<file path="config.mk">
export PLATFORM = sky130hd
export DESIGN_NAME = multdiv_engine_flat
export DESIGN_NICKNAME = d
export VERILOG_FILES = /design/src/rtl/multdiv_engine_if.sv /design/src/rtl/multdiv_engine.sv /design/src/flat_wrapper.sv
export SDC_FILE = /design/constraint.sdc
export NUM_CORES = 1
export LEC_CHECK = 0
export ABC_CLOCK_PERIOD_IN_PS = 5200
export BUFFER_PORTS_ARGS = -buffer_cell sky130_fd_sc_hd__buf_2
export CAP_MARGIN = 15
export CORE_AREA = 10 10 224 226
export CTS_BUF_LIST = sky130_fd_sc_hd__clkbuf_4 sky130_fd_sc_hd__clkbuf_8 sky130_fd_sc_hd__clkbuf_16
export CTS_CLUSTER_DIAMETER = 30
export DETAILED_ROUTE_END_ITERATION = 8
export DIE_AREA = 0 0 234 236
export HOLD_SLACK_MARGIN = 0.1
export MAX_ROUTING_LAYER = met4
export SETUP_SLACK_MARGIN = 0.02
export SLEW_MARGIN = 20
export SYNTH_ARGS = -nofsm -noshare
export SYNTH_HDL_FRONTEND = slang
export SYNTH_SLANG_ARGS = --single-unit
</file>
<file path="constraint.sdc">
create_clock -name clock -period 5.2 [get_ports clock]
set_input_delay 0.52 -clock clock [delete_from_list [all_inputs] [get_ports clock]]
set_output_delay 0.52 -clock clock [all_outputs]
set_load 0.01 [all_outputs]
</file>
<file path="src/rtl/multdiv_engine_if.sv">
// ---------------------------------------------------------------------------
// multdiv_engine_if
// Bundles the operand/start/result signals exchanged between the pipeline's
// multDiv assert logic (master) and the iterative multiply/divide unit (slave).
//
// Signals:
//   data_operandA  [31:0]  multiplicand or dividend (master -> slave)
//   data_operandB  [31:0]  multiplier or divisor    (master -> slave)
//   ctrl_MULT              one-cycle start-multiply pulse
//   ctrl_DIV               one-cycle start-divide pulse
//   data_result    [31:0]  registered result        (slave -> master)
//   data_exception         overflow / divide-by-zero flag
//   data_resultRDY         one-cycle completion strobe
//   busy                   unit is working, hold the execute stage
// ---------------------------------------------------------------------------
interface multdiv_engine_if;
   logic [31:0] data_operandA;
   logic [31:0] data_operandB;
   logic        ctrl_MULT;
   logic        ctrl_DIV;
   logic [31:0] data_result;
   logic        data_exception;
   logic        data_resultRDY;
   logic        busy;

   modport master (
      output data_operandA, data_operandB, ctrl_MULT, ctrl_DIV,
      input  data_result, data_exception, data_resultRDY, busy
   );

   modport slave (
      input  data_operandA, data_operandB, ctrl_MULT, ctrl_DIV,
      output data_result, data_exception, data_resultRDY, busy
   );
endinterface

</file>
<file path="src/rtl/multdiv_engine.sv">
// ---------------------------------------------------------------------------
// multdiv_engine
// Iterative signed 32-bit multiply/divide unit. A start pulse in IDLE latches
// the operands; the unit then runs a Booth multiply or a non-restoring divide
// on magnitudes, and returns a one-cycle data_resultRDY strobe together with
// the registered result and exception flag.
//
// Ports:
//   clock   system clock, rising edge
//   reset   asynchronous, active-high; clears all state
//   bus     multdiv_engine_if.slave (operands, start pulses, result, busy)
//
// Configuration macro:
//   MULTDIV_BOOTH4_EN  defined   -> radix-4 modified Booth multiply, 16 steps
//                      undefined -> radix-2 Booth multiply, 32 steps
//   Divide and all results are identical in both builds.
// ---------------------------------------------------------------------------
module multdiv_engine (
   input  logic             clock,
   input  logic             reset,
   multdiv_engine_if.slave  bus
);

`ifdef MULTDIV_BOOTH4_EN
   localparam int MUL_STEPS = 16;
   localparam int MUL_SHIFT = 2;
`else
   localparam int MUL_STEPS = 32;
   localparam int MUL_SHIFT = 1;
`endif
   localparam logic [4:0] LAST_MUL = 5'(MUL_STEPS - 1);
   localparam logic [4:0] LAST_DIV = 5'd31;

   typedef enum logic [1:0] {IDLE, MULT, DIV, FIN} state_t;

   state_t state, state_next;

   // Shared working registers: Booth uses {acc, q, qm1} with mcand as the
   // multiplicand; divide uses acc as the signed partial remainder, q as the
   // dividend/quotient shift register and mcand as |divisor|.
   logic [33:0] acc;
   logic [31:0] q;
   logic [31:0] mcand;
   logic        qm1;
   logic [4:0]  count;
   logic        op_div;
   logic        div_zero;
   logic        neg_res;

   logic [31:0] result_reg;
   logic        exception_reg;
   logic        rdy_reg;

   logic        busy;
   logic [31:0] fin_result;
   logic        fin_exception;

   logic [31:0] a_abs;
   logic [31:0] b_abs;
   logic        b_zero;

   logic [33:0]        m_ext;
   logic [33:0]        booth_sum;
   logic signed [66:0] booth_shift;

   logic [33:0] d_ext;
   logic [33:0] rem_shift;
   logic [33:0] rem_next;
   logic [31:0] quo_next;

   logic [63:0] product;
   logic        mul_ovf;
   logic [31:0] div_quo;
   logic        div_ovf;

   // Magnitudes are taken as unsigned 32-bit values so that 0x80000000
   // keeps its correct magnitude of 2^31.
   assign a_abs  = bus.data_operandA[31] ? (32'd0 - bus.data_operandA) : bus.data_operandA;
   assign b_abs  = bus.data_operandB[31] ? (32'd0 - bus.data_operandB) : bus.data_operandB;
   assign b_zero = (bus.data_operandB == 32'd0);

   // One Booth step: add/subtract the recoded multiple into the accumulator,
   // then arithmetic-shift the whole {acc, q, qm1} chain right. The 34-bit
   // accumulator leaves headroom for +/-2M and for the most negative
   // multiplicand.
   always_comb begin
      m_ext     = {{2{mcand[31]}}, mcand};
      booth_sum = acc;
`ifdef MULTDIV_BOOTH4_EN
      case ({q[1:0], qm1})
         3'b001, 3'b010: booth_sum = acc + m_ext;
         3'b011:         booth_sum = acc + (m_ext << 1);
         3'b100:         booth_sum = acc - (m_ext << 1);
         3'b101, 3'b110: booth_sum = acc - m_ext;
         default:        booth_sum = acc;
      endcase
`else
      case ({q[0], qm1})
         2'b01:   booth_sum = acc + m_ext;
         2'b10:   booth_sum = acc - m_ext;
         default: booth_sum = acc;
      endcase
`endif
      booth_shift = {booth_sum, q, qm1};
      booth_shift = booth_shift >>> MUL_SHIFT;
   end

   // One non-restoring divide step on magnitudes. The quotient bits come out
   // correct without a final fix-up; only the remainder would need
   // restoring, and it is discarded.
   always_comb begin
      d_ext     = {2'b00, mcand};
      rem_shift = {acc[32:0], q[31]};
      rem_next  = acc[33] ? (rem_shift + d_ext) : (rem_shift - d_ext);
      quo_next  = {q[30:0], ~rem_next[33]};
   end

   // Final result formatting. A positive quotient with bit 31 set can only
   // come from 0x80000000 / -1, which is the divide overflow case.
   always_comb begin
      product = {acc[31:0], q};
      mul_ovf = ~((&product[63:31]) | ~(|product[63:31]));
      div_quo = neg_res ? (32'd0 - q) : q;
      div_ovf = ~neg_res & q[31];
   end

   // FSM state register.
   always_ff @(posedge clock or posedge reset) begin
      if (reset) state <= IDLE;
      else       state <= state_next;
   end

   // FSM next-state logic. Multiply wins when both start pulses arrive
   // together; a zero divisor skips straight to FIN.
   always_comb begin
      state_next = state;
      case (state)
         IDLE: begin
            if (bus.ctrl_MULT)     state_next = MULT;
            else if (bus.ctrl_DIV) state_next = b_zero ? FIN : DIV;
         end
         MULT:    if (count == LAST_MUL) state_next = FIN;
         DIV:     if (count == LAST_DIV) state_next = FIN;
         FIN:     state_next = IDLE;
         default: state_next = IDLE;
      endcase
   end

   // FSM output logic: busy flag and the value to be registered at FIN.
   always_comb begin
      busy          = (state != IDLE);
      fin_result    = product[31:0];
      fin_exception = mul_ovf;
      if (div_zero) begin
         fin_result    = 32'd0;
         fin_exception = 1'b1;
      end else if (op_div) begin
         fin_result    = div_quo;
         fin_exception = div_ovf;
      end
   end

   // Datapath: operand capture in IDLE and one iteration per cycle while
   // running. Start pulses outside IDLE are ignored.
   always_ff @(posedge clock or posedge reset) begin
      if (reset) begin
         acc      <= '0;
         q        <= '0;
         mcand    <= '0;
         qm1      <= 1'b0;
         count    <= '0;
         op_div   <= 1'b0;
         div_zero <= 1'b0;
         neg_res  <= 1'b0;
      end else begin
         case (state)
            IDLE: begin
               if (bus.ctrl_MULT) begin
                  acc      <= '0;
                  q        <= bus.data_operandB;
                  mcand    <= bus.data_operandA;
                  qm1      <= 1'b0;
                  count    <= '0;
                  op_div   <= 1'b0;
                  div_zero <= 1'b0;
                  neg_res  <= 1'b0;
               end else if (bus.ctrl_DIV) begin
                  acc      <= '0;
                  q        <= a_abs;
                  mcand    <= b_abs;
                  qm1      <= 1'b0;
                  count    <= '0;
                  op_div   <= 1'b1;
                  div_zero <= b_zero;
                  neg_res  <= bus.data_operandA[31] ^ bus.data_operandB[31];
               end
            end
            MULT: begin
               acc   <= booth_shift[66:33];
               q     <= booth_shift[32:1];
               qm1   <= booth_shift[0];
               count <= count + 5'd1;
            end
            DIV: begin
               acc   <= rem_next;
               q     <= quo_next;
               count <= count + 5'd1;
            end
            default: ;
         endcase
      end
   end

   // Output registers: result and exception update only at FIN and hold
   // otherwise; the ready strobe is high for the single cycle after FIN.
   always_ff @(posedge clock or posedge reset) begin
      if (reset) begin
         result_reg    <= '0;
         exception_reg <= 1'b0;
         rdy_reg       <= 1'b0;
      end else begin
         rdy_reg <= (state == FIN);
         if (state == FIN) begin
            result_reg    <= fin_result;
            exception_reg <= fin_exception;
         end
      end
   end

   assign bus.data_result    = result_reg;
   assign bus.data_exception = exception_reg;
   assign bus.data_resultRDY = rdy_reg;
   assign bus.busy           = busy;

endmodule

</file>
<file path="src/flat_wrapper.sv">
// flat-port wrapper written by rule: the top's interface ports become plain ports
module multdiv_engine_flat 
  (clock, reset, bus_data_operandA, bus_data_operandB, bus_ctrl_MULT, bus_ctrl_DIV, bus_data_result, bus_data_exception, bus_data_resultRDY, bus_busy);
  multdiv_engine_if bus_i ();
  input  logic clock;
  input  logic reset;
  input wire logic [$bits(bus_i.data_operandA)-1:0] bus_data_operandA;
  input wire logic [$bits(bus_i.data_operandB)-1:0] bus_data_operandB;
  input wire logic [$bits(bus_i.ctrl_MULT)-1:0] bus_ctrl_MULT;
  input wire logic [$bits(bus_i.ctrl_DIV)-1:0] bus_ctrl_DIV;
  output wire logic [$bits(bus_i.data_result)-1:0] bus_data_result;
  output wire logic [$bits(bus_i.data_exception)-1:0] bus_data_exception;
  output wire logic [$bits(bus_i.data_resultRDY)-1:0] bus_data_resultRDY;
  output wire logic [$bits(bus_i.busy)-1:0] bus_busy;
  assign bus_i.data_operandA = bus_data_operandA;
  assign bus_i.data_operandB = bus_data_operandB;
  assign bus_i.ctrl_MULT = bus_ctrl_MULT;
  assign bus_i.ctrl_DIV = bus_ctrl_DIV;
  assign bus_data_result = bus_i.data_result;
  assign bus_data_exception = bus_i.data_exception;
  assign bus_data_resultRDY = bus_i.data_resultRDY;
  assign bus_busy = bus_i.busy;
  multdiv_engine u_core (.clock(clock), .reset(reset), .bus(bus_i));
endmodule
</file>
# == Yosys cells after proc, flatten, opt, wreduce, memory -nomap -nowiden ==
# Index checks and enable logic that the tools add are counted.
# W data, S select, Z words.
# totals
wordCells,84
out_inout_bits,35
ff_bits,143
input_bits,68
# op_classes
reduce_logical,15
mux,34
add_sub_neg,8
bitwise_logic,7
eq_ne,8
# ops
op,n
$mux W32,9
$mux W34,3
$pmux W34 S3,1
$pmux W32 S3,1
$sub A1 B32 Y32 const A,3
$pmux W34 S2,1
$add A34 B32 Y34,1
$add A34 B34 Y34,1
$sub A34 B32 Y34,1
$sub A34 B34 Y34,1
$reduce_and A33 Y1,1
$reduce_or A33 Y1,1
$logic_not A32 Y1,1
$mux W1,11
$mux W5,2
$pmux W5 S2,1
$reduce_and A2 Y1,5
$reduce_bool A2 Y1,4
$eq A2 B2 Y1 const B,3
$mux W2,3
$pmux W2 S3,1
$add A5 B1 Y5 const B,1
$eq A5 B5 Y1 const B,1
$eq A2 B1 Y1 const B,2
other kinds (10),13

# == Longest topological paths before layout ==
# depth
ltp_word,6
ltp_mapped,21
ltp_nobuf,21

# == Least setup slack after synthesis ==
# No wires, ideal clock.
# synth_timing
path_type,register -> register
startpoint,register u_core.mcand[0]
endpoint,register u_core.acc[33]
setup_ps,126
setup_slack_ps,778
synth_period_minus_slack_ps,4422
path_stages_with_launch,20
arrival_ps,4296
cell_sequence,dfrtp_1 > inv_1 > ha_1 > and4b_1 > nor2b_1 > nand2_1 > nor3_1 > nand2_1 > or2_2 > o21ai_0 > xnor2_1 > ha_1 > a21o_1 > a21o_1 > a21oi_1 > o22ai_1 > a211o_1 > a21oi_1 > xnor2_1 > a221o_1
# synth_via
elab_chain_len,3
# synth_rtl
item,line,text
from (decl),multdiv_engine.sv:43,logic [31:0] mcand;
from (signal assigned),multdiv_engine.sv:181,mcand <= bus.data_operandA;
from (signal assigned),multdiv_engine.sv:190,mcand <= b_abs;
$sub A34 B34 Y34 (tied with other cells),multdiv_engine.sv:100,2'b10: booth_sum = acc - m_ext;
$pmux W34 S2 / $mux W34 (equally long branches),"multdiv_engine.sv:98, multdiv_engine.sv:114",
$pmux W34 S3 (*),multdiv_engine.sv:176,case (state)
to (signal assigned),multdiv_engine.sv:199,acc <= booth_shift[66:33];
to (signal assigned),multdiv_engine.sv:205,acc <= rem_next;
to (decl),multdiv_engine.sv:41,logic [33:0] acc;
# Every way passes the cells marked *; elsewhere a longest branch is shown, timed or not.
# A chain may end at the register's enable or synchronous reset.

# == Worst setup path after layout ==
# Same ends and word-level chain as after synthesis.

==> flow_metrics.py <==
metrics = {
    "placed_design": {
        "gp_congestion": 0.9378,
        "dp_slack_ps": 430.1,
        "placed_area_mm2": 0.01455,
        "numPortBuffers": 102,
        "hpwl_mm": 34.30,
    },
    "sta": {
        "post-route-period-util_pct": 91.86,
        "post-route-min-period_ps": 4777,
        "hold_viol": 0,
        "tightest_slew_ps": 1009,
        "fmax_ghz": 0.2093,
        "slew_viol_final": 0,
        "max_slew_margin_pct": 32.10,
        "setup_viol": 0,
        "timing.setup.tns_ps": 0,
        "skew_ps": 12.31,
        "layout_setup_ws_ps": 423.0,
        "rsz0062_at_grt": "no",
    },
    "critical_path": {
        "r2r_slack_ps": 420,
        "crit_path_max_incr_delay_ps": 440,
        "cpLargestDelayFamily": "simple AND/OR/NAND/NOR gates",
        "cp_common_cell": "nand2_1",
        "crit_required_ps": 5530,
        "r2r_start": "u_core.mcand[0]",
        "crit_chain": "inv_1 -> ha_1 -> and4b_1 -> nor2b_1 -> nand2_1 -> nor3_1 -> nand2_1 -> or2_2 -> o21bai_1 -> xor2_1 -> ha_1 -> a21o_1 -> a21o_1 -> nor2_1 -> o2111ai_1 -> nand2_1 -> o21ai_1 -> a41o_1 -> nor2_1 -> nor3_1 -> a221o_1",
        "crit_slowest_cell": "dfrtp_1",
        "arrival_ps": 5110,
        "crit_buf_inv": 1,
        "startpoint_type": "register",
        "reg2reg_depth": 21,
        "crit_start": "u_core.mcand[0]",
        "end_kind": "register",
        "reg2reg_to": "u_core.acc[33]",
        "critPathMaxFanout": 7,
        "worst-setup-path-type": "register to register",
    },
    "clocking": {
        "clockBufferDepth": 2,
        "cts_tree": "built",
        "cts_made_buffers": 17,
        "path_clk_slew_ps": 60,
        "clock-root-buffer": "clkbuf_16",
        "htreeDepth": 4,
        "cts.sinks": 143,
        "clk_latency_ps": 450,
    },
    "die": {
        "fp.dieW_um": 234,
        "core_mm2": 0.04586,
        "dieArea_mm2": 0.05522,
        "ios": 103,
        "num_rows": 79,
        "start_util_pct": 29.55,
        "chipHeight_um": 236,
    },
    "layout": {
        "final_area_mm2": 0.01513,
        "syn2layout_area_growth_pct": 11.66,
        "utilization_pct": 33.00,
        "seq_area_mm2": 0.003578,
        "multiInputGateArea_mm2": 0.009299,
        "final_net_count": 1941,
        "nFillCells": 4859,
        "final_layout_size_suffix_gt1_share_pct": 10.30,
    },
    "detailed_routing": {
        "drt-wirelength-per-cell_um": 18.36,
        "wl_mm": 44.32,
        "vias": 13137,
        "drt-pass1-iter-count": 8,
        "first_iter_violations": 1065,
        "ant_nets": 0,
        "remaining_drc_errors": 0,
        "via_per_inst": 5.442,
    },
    "synthesis": {
        "synth_top_area_share_pct": 26.40,
        "syn_avg_cell_area_um2": 7.670,
        "synth_top_area_cell": "dfrtp_1",
        "synth-seq-cells": 143,
        "synth_nets": 1915,
        "synth_cell_types": 70,
        "syn-cell-area_mm2": 0.01355,
        "yosysSeqAreaShare_pct": 26.40,
        "synthTopCellsByCount": "nand2_1, o21ai_0, nor2_1",
        "synth_area_leaders": "dfrtp_1, xor2_1, o21ai_0",
        "synth_async_sr_flop_share_pct": 100.0,
        "yosysWarnings": 0,
        "yosysMostFrequentCell": "nand2_1",
        "synthCells": 1767,
        "synth-edff-count": 0,
        "synth_flop_cell": "dfrtp_1",
    },
    "pwr": {
        "clockPowerShare_pct": 11.8,
        "p_leak_nw": 6.493,
        "power_switching_w": 0.005374,
        "internal_power_w": 0.004937,
        "swShare_pct": 52.12,
        "combPwrFrac_pct": 66.5,
        "power.total_w": 0.01031,
        "seqPwrFrac_pct": 21.7,
        "max-vdd-ir-drop_v": 0.0003869,
        "power_density_mw_per_mm2": 681.3,
    },
    "global_route": {
        "grt_pass1_vias": 12649,
        "antenna_found_initial": 1,
        "grt_start_max_net_pins": 109,
        "grt_pass1_wl_mm": 70.60,
        "grt.overflow.total": 0,
        "grt_usage_pct": 16.34,
    },
    "worst_hold_path": {
        "hold_class": "primary input to async pin",
    },
    "flow_run": {
        "maxCapViolations": 0,
    },
    "outcome": {
        "outcome": "complete, no violations",
    },
}
layer usage:
layer / GRT usage [%] / vias up / wire length (um)
met1: 21.44 / 6227 / 20560
met2: 24.67 / 409 / 19970
li1: - / 6433 / -
met4: 6.804 / 0 / 1604
met3: 2.365 / 68 / 2185
met5: - / - / 0
cell type report:
cell class,instances,share of cell area [%]
diodes,1,0.01654
clock buffers,19,2.952
clock inverters,13,0.8433
inverters,69,1.745
multi-input cells,1441,61.45
flip-flops and latches,143,23.65
well taps,607,5.019
repair buffers,121,4.332
through the flow:
step | hold slack [ps] | instances
finish | 247.5 | 2414
global route | 345.1 | 2414
CTS | 298.6 | 2413
detailed placement | 484.5 | 2381
global placement | 480.8 | 2381
floorplan | 465.8 | 1767
cells by family after synthesis:
logic type | share of synthesized area (%)
AND/OR/NAND/NOR | 18.65
XOR/XNOR | 12.86
buffers and inverters | 5.142
AO/OA/AOI/OAI | 27.74
flip-flops | 26.40
multiplexers | 1.708
adder cells (fa/ha/maj) | 7.496
sequential cells by signal, summed over array words and instances (netlist names):
name	cells
u_core.state	2
u_core.mcand	32
u_core.div_zero	1
u_core.op_div	1
u_core.acc	34
u_core.bus.data_exception	1
u_core.bus.data_result	32
u_core.count	5
u_core.q	32
u_core.qm1	1
u_core.bus.data_resultRDY	1
u_core.neg_res	1
worst max-delay path by stage:
| stage | cells after the start | to |
|---|---|---|
| 3_5_place_dp | 21 | u_core.acc[33] |
| 5_1_grt | 18 | u_core.acc[30] |
| 2_1_floorplan | 19 | u_core.acc[33] |
| 4_1_cts | 21 | u_core.acc[33] |
| 6_report | 21 | u_core.acc[33] |
| 3_3_place_gp | 21 | u_core.acc[33] |
timing repair:
item / in CTS / in global routing
hold buffers: 0 / 0
resized for setup: 0 / 1
setup endpoints to repair: 0 / 1
setup buffers: 0 / 0
placed cells by master (no fill, tap or decap), types with 20 or more instances in the layout:
cell type,instances
ha_1,76
nand4_1,20
a21oi_1,126
buf_2,101
o21ai_0,198
inv_1,66
buf_4,20
dfrtp_1,143
o22ai_1,35
a21o_1,42
o31ai_1,29
nor3_1,20
nand2_1,214
xnor2_1,81
nor4_1,23
a22oi_1,42
xor2_1,118
nor2_1,144
power groups by stage:
stage               clock, W  sequential [W]  combinational, W
global placement           0         0.00222           0.00671
finish               0.00122         0.00223           0.00686
floorplan                  0         0.00200           0.00520
global route         0.00129         0.00231           0.00763
CTS                  0.00125         0.00223           0.00681
detailed placement         0         0.00225           0.00677
Note: power is estimated with default switching activity, not from simulation.
